$ cat src/rtl/shift_mult_pkg.sv
// -----------------------------------------------------------------------------
// shift_mult_pkg
// Shared definitions for the 4x4 shift multiplier and its downstream
// product accumulator.
//   PW_DEF / ACC_W_DEF / LEN_DEF : default product width, accumulator width
//                                  and products per result.
//   acc_state_t                  : accumulator control states.
//   cnt_width()                  : width of a counter that must reach len.
// -----------------------------------------------------------------------------
package shift_mult_pkg;

  localparam int PW_DEF    = 8;
  localparam int ACC_W_DEF = 12;
  localparam int LEN_DEF   = 4;

  typedef enum logic {
    ACCUM = 1'b0,
    HOLD  = 1'b1
  } acc_state_t;

  // A term counter has to represent 0..len inclusive.
  function automatic int cnt_width(input int len);
    return $clog2(len + 1);
  endfunction

endpackage

$ cat src/rtl/product_accumulator_if.sv
// -----------------------------------------------------------------------------
// product_accumulator_if
// Product input and result output handshakes of product_accumulator.
//   in_valid / in_ready / in_product           : product stream (valid/ready).
//   out_valid / out_ready / out_sum / out_overflow : result stream (valid/ready).
//   term_cnt                                   : products taken toward the
//                                                current result.
// Modports: slave = the accumulator, master = producer/sink side.
// -----------------------------------------------------------------------------
interface product_accumulator_if #(
  parameter int PW    = shift_mult_pkg::PW_DEF,
  parameter int ACC_W = shift_mult_pkg::ACC_W_DEF,
  parameter int LEN   = shift_mult_pkg::LEN_DEF
) ();

  localparam int CNT_W = shift_mult_pkg::cnt_width(LEN);

  logic             in_valid;
  logic             in_ready;
  logic [PW-1:0]    in_product;
  logic             out_valid;
  logic             out_ready;
  logic [ACC_W-1:0] out_sum;
  logic             out_overflow;
  logic [CNT_W-1:0] term_cnt;

  modport slave (
    input  in_valid, in_product, out_ready,
    output in_ready, out_valid, out_sum, out_overflow, term_cnt
  );

  modport master (
    output in_valid, in_product, out_ready,
    input  in_ready, out_valid, out_sum, out_overflow, term_cnt
  );

endinterface

$ cat src/rtl/product_accumulator_add.sv
// -----------------------------------------------------------------------------
// acc_sat_add
// Combinational ACC_W-bit unsigned adder with carry-out.
//   a, b  : addends (ACC_W bits).
//   sum   : ACC_W-bit result; wraps modulo 2^ACC_W by default.
//   carry : carry-out of the ACC_W+1-bit addition.
// Build option: PRODUCT_ACC_SATURATE_EN clamps sum to all ones whenever the
// addition carries out.
// -----------------------------------------------------------------------------
module acc_sat_add #(
  parameter int ACC_W = shift_mult_pkg::ACC_W_DEF
) (
  input  logic [ACC_W-1:0] a,
  input  logic [ACC_W-1:0] b,
  output logic [ACC_W-1:0] sum,
  output logic             carry
);

  logic [ACC_W:0] w_full;

  assign w_full = {1'b0, a} + {1'b0, b};
  assign carry  = w_full[ACC_W];

`ifdef PRODUCT_ACC_SATURATE_EN
  // Once clamped, any further nonzero addend carries again and re-clamps,
  // so the accumulator stays pinned at the maximum for the rest of the result.
  assign sum = w_full[ACC_W] ? {ACC_W{1'b1}} : w_full[ACC_W-1:0];
`else
  assign sum = w_full[ACC_W-1:0];
`endif

endmodule

$ cat src/rtl/product_accumulator.sv
// -----------------------------------------------------------------------------
// product_accumulator
// Sums LEN consecutive unsigned products into one result and holds it on a
// valid/ready output until the sink takes it.
//   clk  : rising-edge clock.
//   rst  : asynchronous active-high reset.
//   clr  : synchronous abort of the partial sum and of any held result.
//   bus  : product_accumulator_if.slave (product in, result out, term_cnt).
// Build option: PRODUCT_ACC_SATURATE_EN (saturating adds, see acc_sat_add).
// -----------------------------------------------------------------------------
module product_accumulator
  import shift_mult_pkg::*;
#(
  parameter int PW    = PW_DEF,
  parameter int ACC_W = ACC_W_DEF,
  parameter int LEN   = LEN_DEF
) (
  input  logic                 clk,
  input  logic                 rst,
  input  logic                 clr,
  product_accumulator_if.slave bus
);

  localparam int CNT_W = cnt_width(LEN);
  localparam logic [CNT_W-1:0] LAST_CNT = CNT_W'(LEN - 1);

  acc_state_t       r_state;
  acc_state_t       w_next_state;
  logic [ACC_W-1:0] r_acc;
  logic [CNT_W-1:0] r_cnt;
  logic             r_ovf;
  logic [ACC_W-1:0] r_sum;
  logic             r_sum_ovf;

  logic [PW-1:0]    w_product;
  logic [ACC_W-1:0] w_addend;
  logic [ACC_W-1:0] w_add_sum;
  logic             w_carry;
  logic             w_ovf_next;
  logic             w_in_ready;
  logic             w_out_valid;
  logic             w_accept;
  logic             w_last;
  logic             w_take;

  assign w_product  = bus.in_product;
  assign w_addend   = ACC_W'(w_product);
  assign w_ovf_next = r_ovf | w_carry;
  assign w_last     = (r_cnt == LAST_CNT);

  // Acceptance is derived from the state register rather than w_in_ready so
  // there is no combinational loop through the next-state logic. A product
  // presented together with clr is dropped.
  assign w_accept = bus.in_valid && (r_state == ACCUM) && !clr;
  assign w_take   = bus.out_ready && (r_state == HOLD) && !clr;

  acc_sat_add #(
    .ACC_W (ACC_W)
  ) u_add (
    .a     (r_acc),
    .b     (w_addend),
    .sum   (w_add_sum),
    .carry (w_carry)
  );

  // ---------------------------------------------------------------------------
  // Control FSM
  // ---------------------------------------------------------------------------
  // NOTE: sequential state uses non-blocking assignments so every register
  // samples the pre-edge values of the others.
  always_ff @(posedge clk or posedge rst) begin
    if (rst) begin
      r_state <= ACCUM;
    end else begin
      r_state <= w_next_state;
    end
  end

  // NOTE: every signal written here is given a default first so no latch is
  // inferred on paths that do not assign it.
  always_comb begin
    w_next_state = r_state;
    w_in_ready   = 1'b0;
    w_out_valid  = 1'b0;
    case (r_state)
      ACCUM: begin
        w_in_ready = 1'b1;
        if (bus.in_valid && w_last) begin
          w_next_state = HOLD;
        end
      end
      HOLD: begin
        w_out_valid = 1'b1;
        if (bus.out_ready) begin
          w_next_state = ACCUM;
        end
      end
      default: w_next_state = ACCUM;
    endcase
    if (clr) begin
      w_next_state = ACCUM;
    end
  end

  // ---------------------------------------------------------------------------
  // Datapath: running sum, term count, sticky overflow and the held result
  // ---------------------------------------------------------------------------
  always_ff @(posedge clk or posedge rst) begin
    if (rst) begin
      r_acc     <= '0;
      r_cnt     <= '0;
      r_ovf     <= 1'b0;
      r_sum     <= '0;
      r_sum_ovf <= 1'b0;
    end else if (clr) begin
      r_acc     <= '0;
      r_cnt     <= '0;
      r_ovf     <= 1'b0;
      r_sum     <= '0;
      r_sum_ovf <= 1'b0;
    end else if (w_accept) begin
      r_acc <= w_add_sum;
      r_ovf <= w_ovf_next;
      r_cnt <= r_cnt + CNT_W'(1);
      // The LEN-th sum goes straight into the output register so the result
      // is presented the cycle after the final accept.
      if (w_last) begin
        r_sum     <= w_add_sum;
        r_sum_ovf <= w_ovf_next;
      end
    end else if (w_take) begin
      r_acc     <= '0;
      r_cnt     <= '0;
      r_ovf     <= 1'b0;
      r_sum     <= '0;
      r_sum_ovf <= 1'b0;
    end
  end

  assign bus.in_ready     = w_in_ready;
  assign bus.out_valid    = w_out_valid;
  assign bus.out_sum      = r_sum;
  assign bus.out_overflow = r_sum_ovf;
  assign bus.term_cnt     = r_cnt;

endmodule

$ cat src/flat_wrapper.sv
// flat-port wrapper written by rule: the top's interface ports become plain ports
module product_accumulator_flat import shift_mult_pkg::*;
#(
  parameter int PW    = PW_DEF,
  parameter int ACC_W = ACC_W_DEF,
  parameter int LEN   = LEN_DEF
)
  (clk, rst, clr, bus_in_valid, bus_in_product, bus_out_ready, bus_in_ready, bus_out_valid, bus_out_sum, bus_out_overflow, bus_term_cnt);
  product_accumulator_if #(.PW(PW), .ACC_W(ACC_W), .LEN(LEN)) bus_i ();
  input  logic clk;
  input  logic rst;
  input  logic clr;
  input wire logic [$bits(bus_i.in_valid)-1:0] bus_in_valid;
  input wire logic [$bits(bus_i.in_product)-1:0] bus_in_product;
  input wire logic [$bits(bus_i.out_ready)-1:0] bus_out_ready;
  output wire logic [$bits(bus_i.in_ready)-1:0] bus_in_ready;
  output wire logic [$bits(bus_i.out_valid)-1:0] bus_out_valid;
  output wire logic [$bits(bus_i.out_sum)-1:0] bus_out_sum;
  output wire logic [$bits(bus_i.out_overflow)-1:0] bus_out_overflow;
  output wire logic [$bits(bus_i.term_cnt)-1:0] bus_term_cnt;
  assign bus_i.in_valid = bus_in_valid;
  assign bus_i.in_product = bus_in_product;
  assign bus_i.out_ready = bus_out_ready;
  assign bus_in_ready = bus_i.in_ready;
  assign bus_out_valid = bus_i.out_valid;
  assign bus_out_sum = bus_i.out_sum;
  assign bus_out_overflow = bus_i.out_overflow;
  assign bus_term_cnt = bus_i.term_cnt;
  product_accumulator #(.PW(PW), .ACC_W(ACC_W), .LEN(LEN)) u_core (.clk(clk), .rst(rst), .clr(clr), .bus(bus_i));
endmodule
$ cat config.mk
export PLATFORM = sky130hd
export DESIGN_NAME = product_accumulator_flat
export DESIGN_NICKNAME = d
export VERILOG_FILES = /design/src/rtl/shift_mult_pkg.sv /design/src/rtl/product_accumulator_if.sv /design/src/rtl/product_accumulator_add.sv /design/src/rtl/product_accumulator.sv /design/src/flat_wrapper.sv
export SDC_FILE = /design/constraint.sdc
export NUM_CORES = 1
export LEC_CHECK = 0
export CORE_MARGIN = 3
export CORE_UTILIZATION = 51
export CTS_BUF_LIST = sky130_fd_sc_hd__clkbuf_4 sky130_fd_sc_hd__clkbuf_8 sky130_fd_sc_hd__clkbuf_16
export DETAILED_ROUTE_END_ITERATION = 6
export PLACE_DENSITY_LB_ADDON = 0.12
export SYNTH_ARGS = -nofsm -noshare
export SYNTH_HDL_FRONTEND = slang
export SYNTH_SLANG_ARGS = --single-unit
export TNS_END_PERCENT = 20
$ cat constraint.sdc
create_clock -name clk -period 2.8 [get_ports clk]
set_input_delay 0.28 -clock clk [delete_from_list [all_inputs] [get_ports clk]]
set_output_delay 0.28 -clock clk [all_outputs]
set_load 0.005 [all_outputs]
==> impl_metrics.env <==
export IMPL_status="finished clean"
export IMPL_vdd_drop_max_mv=0.3521
export IMPL_place_area_mm2=0.001972
export IMPL_die_w_um=62.54
export IMPL_final_setup_tns_ns=0
export IMPL_synth_ff_type="dfrtp_1"
export IMPL_routedWlPerCell_um=15.21
export IMPL_r2r_start="u_core.r_acc[0]"
export IMPL_synth_top_area_cell="dfrtp_1"
export IMPL_synth_area_leaders="dfrtp_1 46%, ha_1 7.7%, nand2_1 6.9%"
export IMPL_holdWs_ns=0.2951
export IMPL_syn_cell_area_mm2=0.001630
export IMPL_fmax_mhz=449.3
export IMPL_fin_skew_ns=0.007933
export IMPL_rrSetupSlack_ns=0.57
export IMPL_ys_ff_latch=30
export IMPL_cts_sink_count=30
export IMPL_final_area_mm2=0.002036
export IMPL_grt_use_total_pct=20.99
export IMPL_vias_per_cell=5.707
export IMPL_fp_dieH_um=62.54
export IMPL_numCtsBuffers=5
export IMPL_insertion_delay_ns=0.34
export IMPL_floorplan_die_area_mm2=0.003911
export IMPL_hpwl_mm=2.709
export IMPL_vias=1381
export IMPL_crit_path_start_kind="register"
export IMPL_yosysWarnings=0
export IMPL_globalRouteMet2Util_pct=35.15
export IMPL_final_cell_mix="30 x nand2_1, 30 x clkdlybuf4s50_1, 30 x dfrtp_1"
export IMPL_hold_viol=0
export IMPL_period_minus_slack_ns=2.226
export IMPL_drv_slew=0
export IMPL_yosysSeqAreaShare_pct=46.05
export IMPL_avgSynthCellArea_um2=9.941
export IMPL_criticalPathCategory="register to register"
export IMPL_final_nets=223
export IMPL_ctsRootBufferMaster="clkbuf_4"
export IMPL_grtUsageMet1_pct=23.37
export IMPL_syn_num_nets=188
export IMPL_place_gp_congestion=0.8324
export IMPL_drt_pre_antenna_iters=4
export IMPL_worst_pin_slew_ns=0.5502
export IMPL_maxCapViolations=0
export IMPL_crit_buf_inv=0
export IMPL_synth_async_sr_flop_share_pct=100.0
export IMPL_numPortBuffers=30
export IMPL_grt_pass1_wl_mm=6.499
export IMPL_synth_edf_count=0
export IMPL_htree_levels=2
export IMPL_critical_path_arrival_ns=2.48
export IMPL_syn_inst=164
export IMPL_cts_clk_slew_worst_paths_ns=0.10
export IMPL_grt_max_degree=31
export IMPL_drive_gt1_share_pct=9.500
export IMPL_gr_max_usage_layer="met2"
export IMPL_synth_top_cell_area_share_pct=46.05
export IMPL_power_density_mw_per_mm2=531.5
export IMPL_crit_path_top_delay_cell="fa_1"
export IMPL_synth_cell_types=38
export IMPL_rr_worst_depth=7
export IMPL_crit_chain="ha_1 -> fa_1 -> a211oi_2 -> o21ai_2 -> a221o_2 -> xnor2_1 -> o31ai_1"
export IMPL_finalSetupViolCount=0
export IMPL_cp_data_required_time_ns=3.05
export IMPL_clockBufferDepth=2
export IMPL_diodes=0
export IMPL_ctsHoldBuffers=0
export IMPL_antenna_found_initial=0
export IMPL_rows=19
export IMPL_cts_tree="yes"
export IMPL_cts_setup_buffers=0
export IMPL_initial_utilization_pct=56.21
export IMPL_grt_overflow_total=0
export IMPL_cp_max_fo=5
export IMPL_leakage_nw=0.9573
export IMPL_final_antenna_net_count=0
export IMPL_cts_repair_resized=0
export IMPL_critPathMaxStageDelay_ns=0.44
export IMPL_drt_iter0_markers=54
export IMPL_routed_wl_mm=3.681
export IMPL_path_delay_family="compound AO/OA/AOI/OAI gates"
export IMPL_worst_setup_path_end_kind="register"
export IMPL_first_global_vias=1429
export IMPL_finalPower_mw=1.082
export IMPL_drc=0
export IMPL_slew_headroom_pct=63.18
export IMPL_rsz0062_at_grt="no"
export IMPL_areaGrowthSynthToFinish_pct=24.87
export IMPL_reg2reg_to="u_core.bus.out_sum[8]"
export IMPL_hp_class="primary input to asynchronous set/reset pin"
export IMPL_core_mm2=0.002900
export IMPL_fin_crit_sh_pct=79.49
export IMPL_ios=31
export IMPL_use_met3_pct=5.396
[registers in the layout, indices dropped and copies added, names as in the netlist]
| name | count |
|---|---|
| u_core.bus.term_cnt | 3 |
| u_core.r_state | 1 |
| u_core.bus.out_overflow | 1 |
| u_core.r_acc | 12 |
| u_core.bus.out_sum | 12 |
| u_core.r_ovf | 1 |
[Yosys cell counts (2+ instances only)]
library cell and instances:
nand2_1 30, xor2_1 3, xnor2_1 6, dfrtp_1 30, and4_1 3, buf_4 2, ha_1 10, nor2_1 8
a21oi_1 9, o211ai_1 4, a31oi_1 3, nand3_1 4, a22o_1 7, nor2b_1 2, o21ai_1 2, inv_1 4
a21o_1 6, o21ai_0 11
[area by class of cell]
cell class	instances	area, um^2
clock buffer	7	58.81
clock inverter	1	5.005
inverter	4	15.01
tap	42	52.55
multi-input combinational	124	823.3
timing repair buffer	34	330.3
fill	242	864.6
sequential	30	750.7
[worst register-to-register path: stages (launching register included)]
cell and delay [ns]:
dfrtp_1 0.39, ha_1 0.22, fa_1 0.44, a211oi_2 0.22
o21ai_2 0.10, a221o_2 0.42, xnor2_1 0.15, o31ai_1 0.18
[worst max-delay path by stage]
stage,slack (ns),endpoint,cells after the start,startpoint
2_1_floorplan,0.71,u_core.bus.out_sum[8],7,u_core.r_acc[0]
3_3_place_gp,0.28,u_core.bus.out_sum[8],8,bus_in_product[0]
3_5_place_dp,0.26,u_core.bus.out_sum[8],8,bus_in_product[0]
4_1_cts,0.57,u_core.bus.out_sum[8],7,u_core.r_acc[0]
5_1_grt,0.47,u_core.bus.out_sum[8],7,u_core.r_acc[0]
6_report,0.57,u_core.bus.out_sum[8],7,u_core.r_acc[0]
[through the flow]
| stage | cells | setup WS, ns | utilization, % |
|---|---|---|---|
| floorplan | 164 | 0.7099 | - |
| global placement | 234 | 0.2836 | 67.99 |
| detailed placement | 234 | 0.2576 | 67.99 |
| CTS | 242 | 0.5691 | 70.19 |
| global route | 242 | 0.4744 | 70.19 |
| finish | 242 | 0.5742 | 70.19 |
[kinds of logic (layout without fill, tap and decap cells)]
group / count (synthesis) / count (layout) / share of synthesized area (%)
compound gates: 51 / 51 / 21.57
xor+xnor: 9 / 9 / 4.835
fa+ha+maj: 11 / 11 / 8.903
buf+inv: 10 / 46 / 3.453
flops: 30 / 30 / 46.05
mux: 1 / 1 / 0.6907
simple gates: 52 / 52 / 14.51
[power breakdown]
group          switching, mW  total, mW  internal, mW
logic                  0.146      0.288         0.142
registers             0.0360      0.508         0.472
clock network          0.154      0.286         0.131
[layer usage]
layer,vias to the layer above,part of all wire [%]
met5,-,0
met3,13,5.4
li1,661,-
met1,663,41
met2,44,51
met4,0,3.3
No activity file was read; power rests on OpenSTA's default activity.
==> variant 1 (same flow settings) <==
One comparison of `r_cnt` changes from == to >=.
--- a/src/rtl/product_accumulator.sv
+++ b/src/rtl/product_accumulator.sv
@@ -48,3 +48,3 @@
   assign w_ovf_next = r_ovf | w_carry;
-  assign w_last     = (r_cnt == LAST_CNT);
+  assign w_last     = (r_cnt >= LAST_CNT);
 
Behaviour: no difference found for any inputs over 4 cycles, from zero or initial values and one cycle with rst high; that may be too few to reach the edited logic, so the function may still have changed.
==> variant 1 against the original RTL <==
  * Wire length down 2.7%
  * Setup slack worse by 0.011 ns
  * Cell area up 3.7%
  * Worst hold slack better by 0.010 ns
  * Sequential share of layout area down 1.3 points
  * Synthesized area up 1.6%
  * Total power up 3.8%
  * Sequential cell count unchanged
  * First-iteration DRC count up 33%
  * Global-route usage down 0.075 points
  * Count of clock-buffer cells in the layout up 1
  * Largest cell class unchanged
  * Largest power group unchanged
==> variant 1: results (changes against the original RTL) <==
| Metric | Value |
|---|---|
| Outcome | completed (unchanged) |
| DR WL met2 | 1.73 mm (was 1.86 mm) |
| Syn_nets | 198 (was 188) |
| Arr. time, crit path | 2.44 ns (was 2.48 ns) |
| NetSw | 0.000333 W (was 0.000337 W) |
| Slew @ Worst Pin | 0.773 ns (was 0.550 ns) |
| Drt total wl | 3.58 mm (was 3.68 mm) |
| First-pass GRT wire length | 6.52 mm (was 6.50 mm) |
| Netlist cell types | 41 (was 38) |
| Initial detailed-routing violation count | 72 (was 54) |
| Slowest cell on the critical path | a21oi_2 (was fa_1) |
| Wire length on met1 | 1.64 mm (was 1.50 mm) |
| Max VDD drop | 316 uV (was 352 uV) |
| Post-Synth XOR/XNOR Area | 3.17% (was 4.83%) |
| Met2 Use GR | 33.7% (was 35.2%) |
| Via/cell ratio | 5.44 (was 5.71) |
| Placed inst area | 2030 um2 (was 1970 um2) |
| Vias in the first global route | 1403 (was 1429) |
| GR Util met3 | 5.58% (was 5.40%) |
| P per Cell Area | 532 nW/um2 (about the same) |
| Adder-Cell Fraction of Synth Area | 8.76% (was 8.90%) |
| Total GRT Usage | 20.9% (was 21.0%) |
| Synth top cells by count | nand2_1, dfrtp_1, o21ai_0, ha_1, inv_1 (was dfrtp_1, nand2_1, o21ai_0, ha_1, a21oi_1) |
| RD Place Congestion | 0.848 (was 0.832) |
| CP Max Fanout | 16 (was 5) |
| NumNets Final | 235 (was 223) |
| Seq/Total Area, Yosys | 45.3% (was 46.0%) |
| Layout cells sized above 1 | 10.8% (was 9.50%) |
| DP HPWL | 2.67 mm (was 2.71 mm) |
| Met3 WL post-DR | 155 um (was 197 um) |
-- variant 1: area by class of cell --
cell class	instances	area [um2]	area share [%]
Timing Repair Buffer	36	345	16.4
Clock buffer	8	78.8	3.73
Tap cell	44	55.1	2.61
Sequential cell	30	751	35.5
Multi-Input combinational cell	129	848	40.2
Inverter	9	33.8	1.60
-- variant 1: final timing paths --
path,startpoint,end,cells past startpoint
hold / removal,rst,u_core.r_acc[0]$_DFFE_PP0P_,3
hold reg to reg,u_core.bus.out_sum[0]$_DFFE_PP0P_,u_core.bus.out_sum[0]$_DFFE_PP0P_,2
setup / recovery,u_core.bus.term_cnt[0]$_DFFE_PP0P_,u_core.bus.out_sum[9]$_DFFE_PP0P_,7
min in group clk,u_core.bus.out_sum[0]$_DFFE_PP0P_,u_core.bus.out_sum[0]$_DFFE_PP0P_,2
max in group asynchronous,rst,u_core.bus.out_sum[4]$_DFFE_PP0P_,3
setup reg to reg,u_core.bus.term_cnt[0]$_DFFE_PP0P_,u_core.bus.out_sum[9]$_DFFE_PP0P_,7
==> variant 2 (same settings) <==
Without the edit above. The package constant `PW_DEF` goes from 8 to 16.
--- a/src/rtl/shift_mult_pkg.sv
+++ b/src/rtl/shift_mult_pkg.sv
@@ -11,3 +11,3 @@
 
-  localparam int PW_DEF    = 8;
+  localparam int PW_DEF    = 16;
   localparam int ACC_W_DEF = 12;
Interface: changed (resized bus_in_product); port bits go from 31 to 39. The function was not compared with the original's and may differ.
==> variant 2 against the original RTL <==
  * Global-route usage down 1.2 points
  * Largest power group unchanged
  * Wire length down 1.5%
  * Total power up 6.0%
  * Via count up 0.51%
  * Sequential cell count unchanged
  * Critical path depth up 1
  * Critical path type unchanged
  * Largest cell class unchanged
  * Setup slack worse by 0.085 ns
  * Cell area up 4.2%
  * Clock skew down 0.00067 ns
  * Synthesized area up 1.5%
==> variant 2: results (changes against the original RTL) <==
| Metric | Value |
|---|---|
| Fillers | 270 (was 242) |
| Seq/Total Area, Yosys | 45.4% (was 46.0%) |
| Mean Syn Cell Area | 10.0 um2 (was 9.94 um2) |
| Total GRT Usage | 19.8% (was 21.0%) |
| Synth Area in Compound Gates | 22.8% (was 21.6%) |
| RD Place Congestion | 0.958 (was 0.832) |
| Fin Hold WS | 0.312 ns (was 0.295 ns) |
| Grt met1 use | 25.2% (was 23.4%) |
| Met2 Use GR | 31.1% (was 35.2%) |
| Drt total wl | 3.63 mm (was 3.68 mm) |
| Netlist cell types | 36 (was 38) |
| Max incr delay on CP | 0.41 ns (was 0.44 ns) |
| Max VDD drop | 329 uV (was 352 uV) |
| Wire length on met1 | 1.67 mm (was 1.50 mm) |
| Initial detailed-routing violation count | 43 (was 54) |
| Outcome | completed (unchanged) |
| Met3 WL post-DR | 180 um (was 197 um) |
| Slew HR | 26.5% (was 63.2%) |
| Synth top cells by count | dfrtp_1, nand2_1, ha_1, o21ai_0, a21o_1 (was dfrtp_1, nand2_1, o21ai_0, ha_1, a21oi_1) |
| DR vias | 1388 (was 1381) |
| CP Max Fanout | 3 (was 5) |
| Port bufs | 34 (was 30) |
| Placed inst area | 2060 um2 (was 1970 um2) |
| P_leak | 1.03 nW (was 0.957 nW) |
| Largest cells by area after synthesis | dfrtp_1, ha_1, nand2_1 (unchanged) |
| Arr. time, crit path | 2.56 ns (was 2.48 ns) |
| Setup WS pre-CTS | 0.186 ns (was 0.258 ns) |
| Adder-Cell Fraction of Synth Area | 11.8% (was 8.90%) |
| Worst clock skew | 0.00726 ns (was 0.00793 ns) |
| Reg-to-reg slack, setup | 0.49 ns (was 0.57 ns) |
| Post-synthesis mux area share | 1.36% (was 0.691%) |
| R2r worst-path depth | 8 (was 7) |
| First-pass GRT wire length | 6.14 mm (was 6.50 mm) |
| Syn_nets | 201 (was 188) |
| Post-Synth XOR/XNOR Area | 3.70% (was 4.83%) |
-- variant 2: changes by cell type after synthesis, moves of 4 or more --
cell	change
o211ai_1	-4
a22o_1	-4
ha_1	+4
clkbuf_1	+5
nor2_1	-4
a32o_1	+4
a21o_1	+4
-- variant 2: kinds of logic after synthesis --
logic type,Yosys count
buffers and inverters,10
adder cells (fa/ha/maj),15
XOR/XNOR,7
AO/OA/AOI/OAI,53
flip-flops,30
multiplexers,2
AND/OR/NAND/NOR,48
-- variant 2: final cells by class --
class	count	area [um2]	share of cell area [%]
sequential	30	751	35.4
clock inverter	1	5.00	0.236
inverter	4	15.0	0.708
multi-input combinational	125	867	40.9
timing repair buffer	38	370	17.5
tap	44	55.1	2.59
clock buffer	7	58.8	2.77
-- variant 2: where the power goes --
part | leakage [nW] | switching [W] | internal [W]
logic | 0.591 | 0.000175 | 0.000185
registers | 0.403 | 0.0000288 | 0.000481
clock network | 0.0387 | 0.000146 | 0.000131
total | 1.03 | 0.000350 | 0.000797
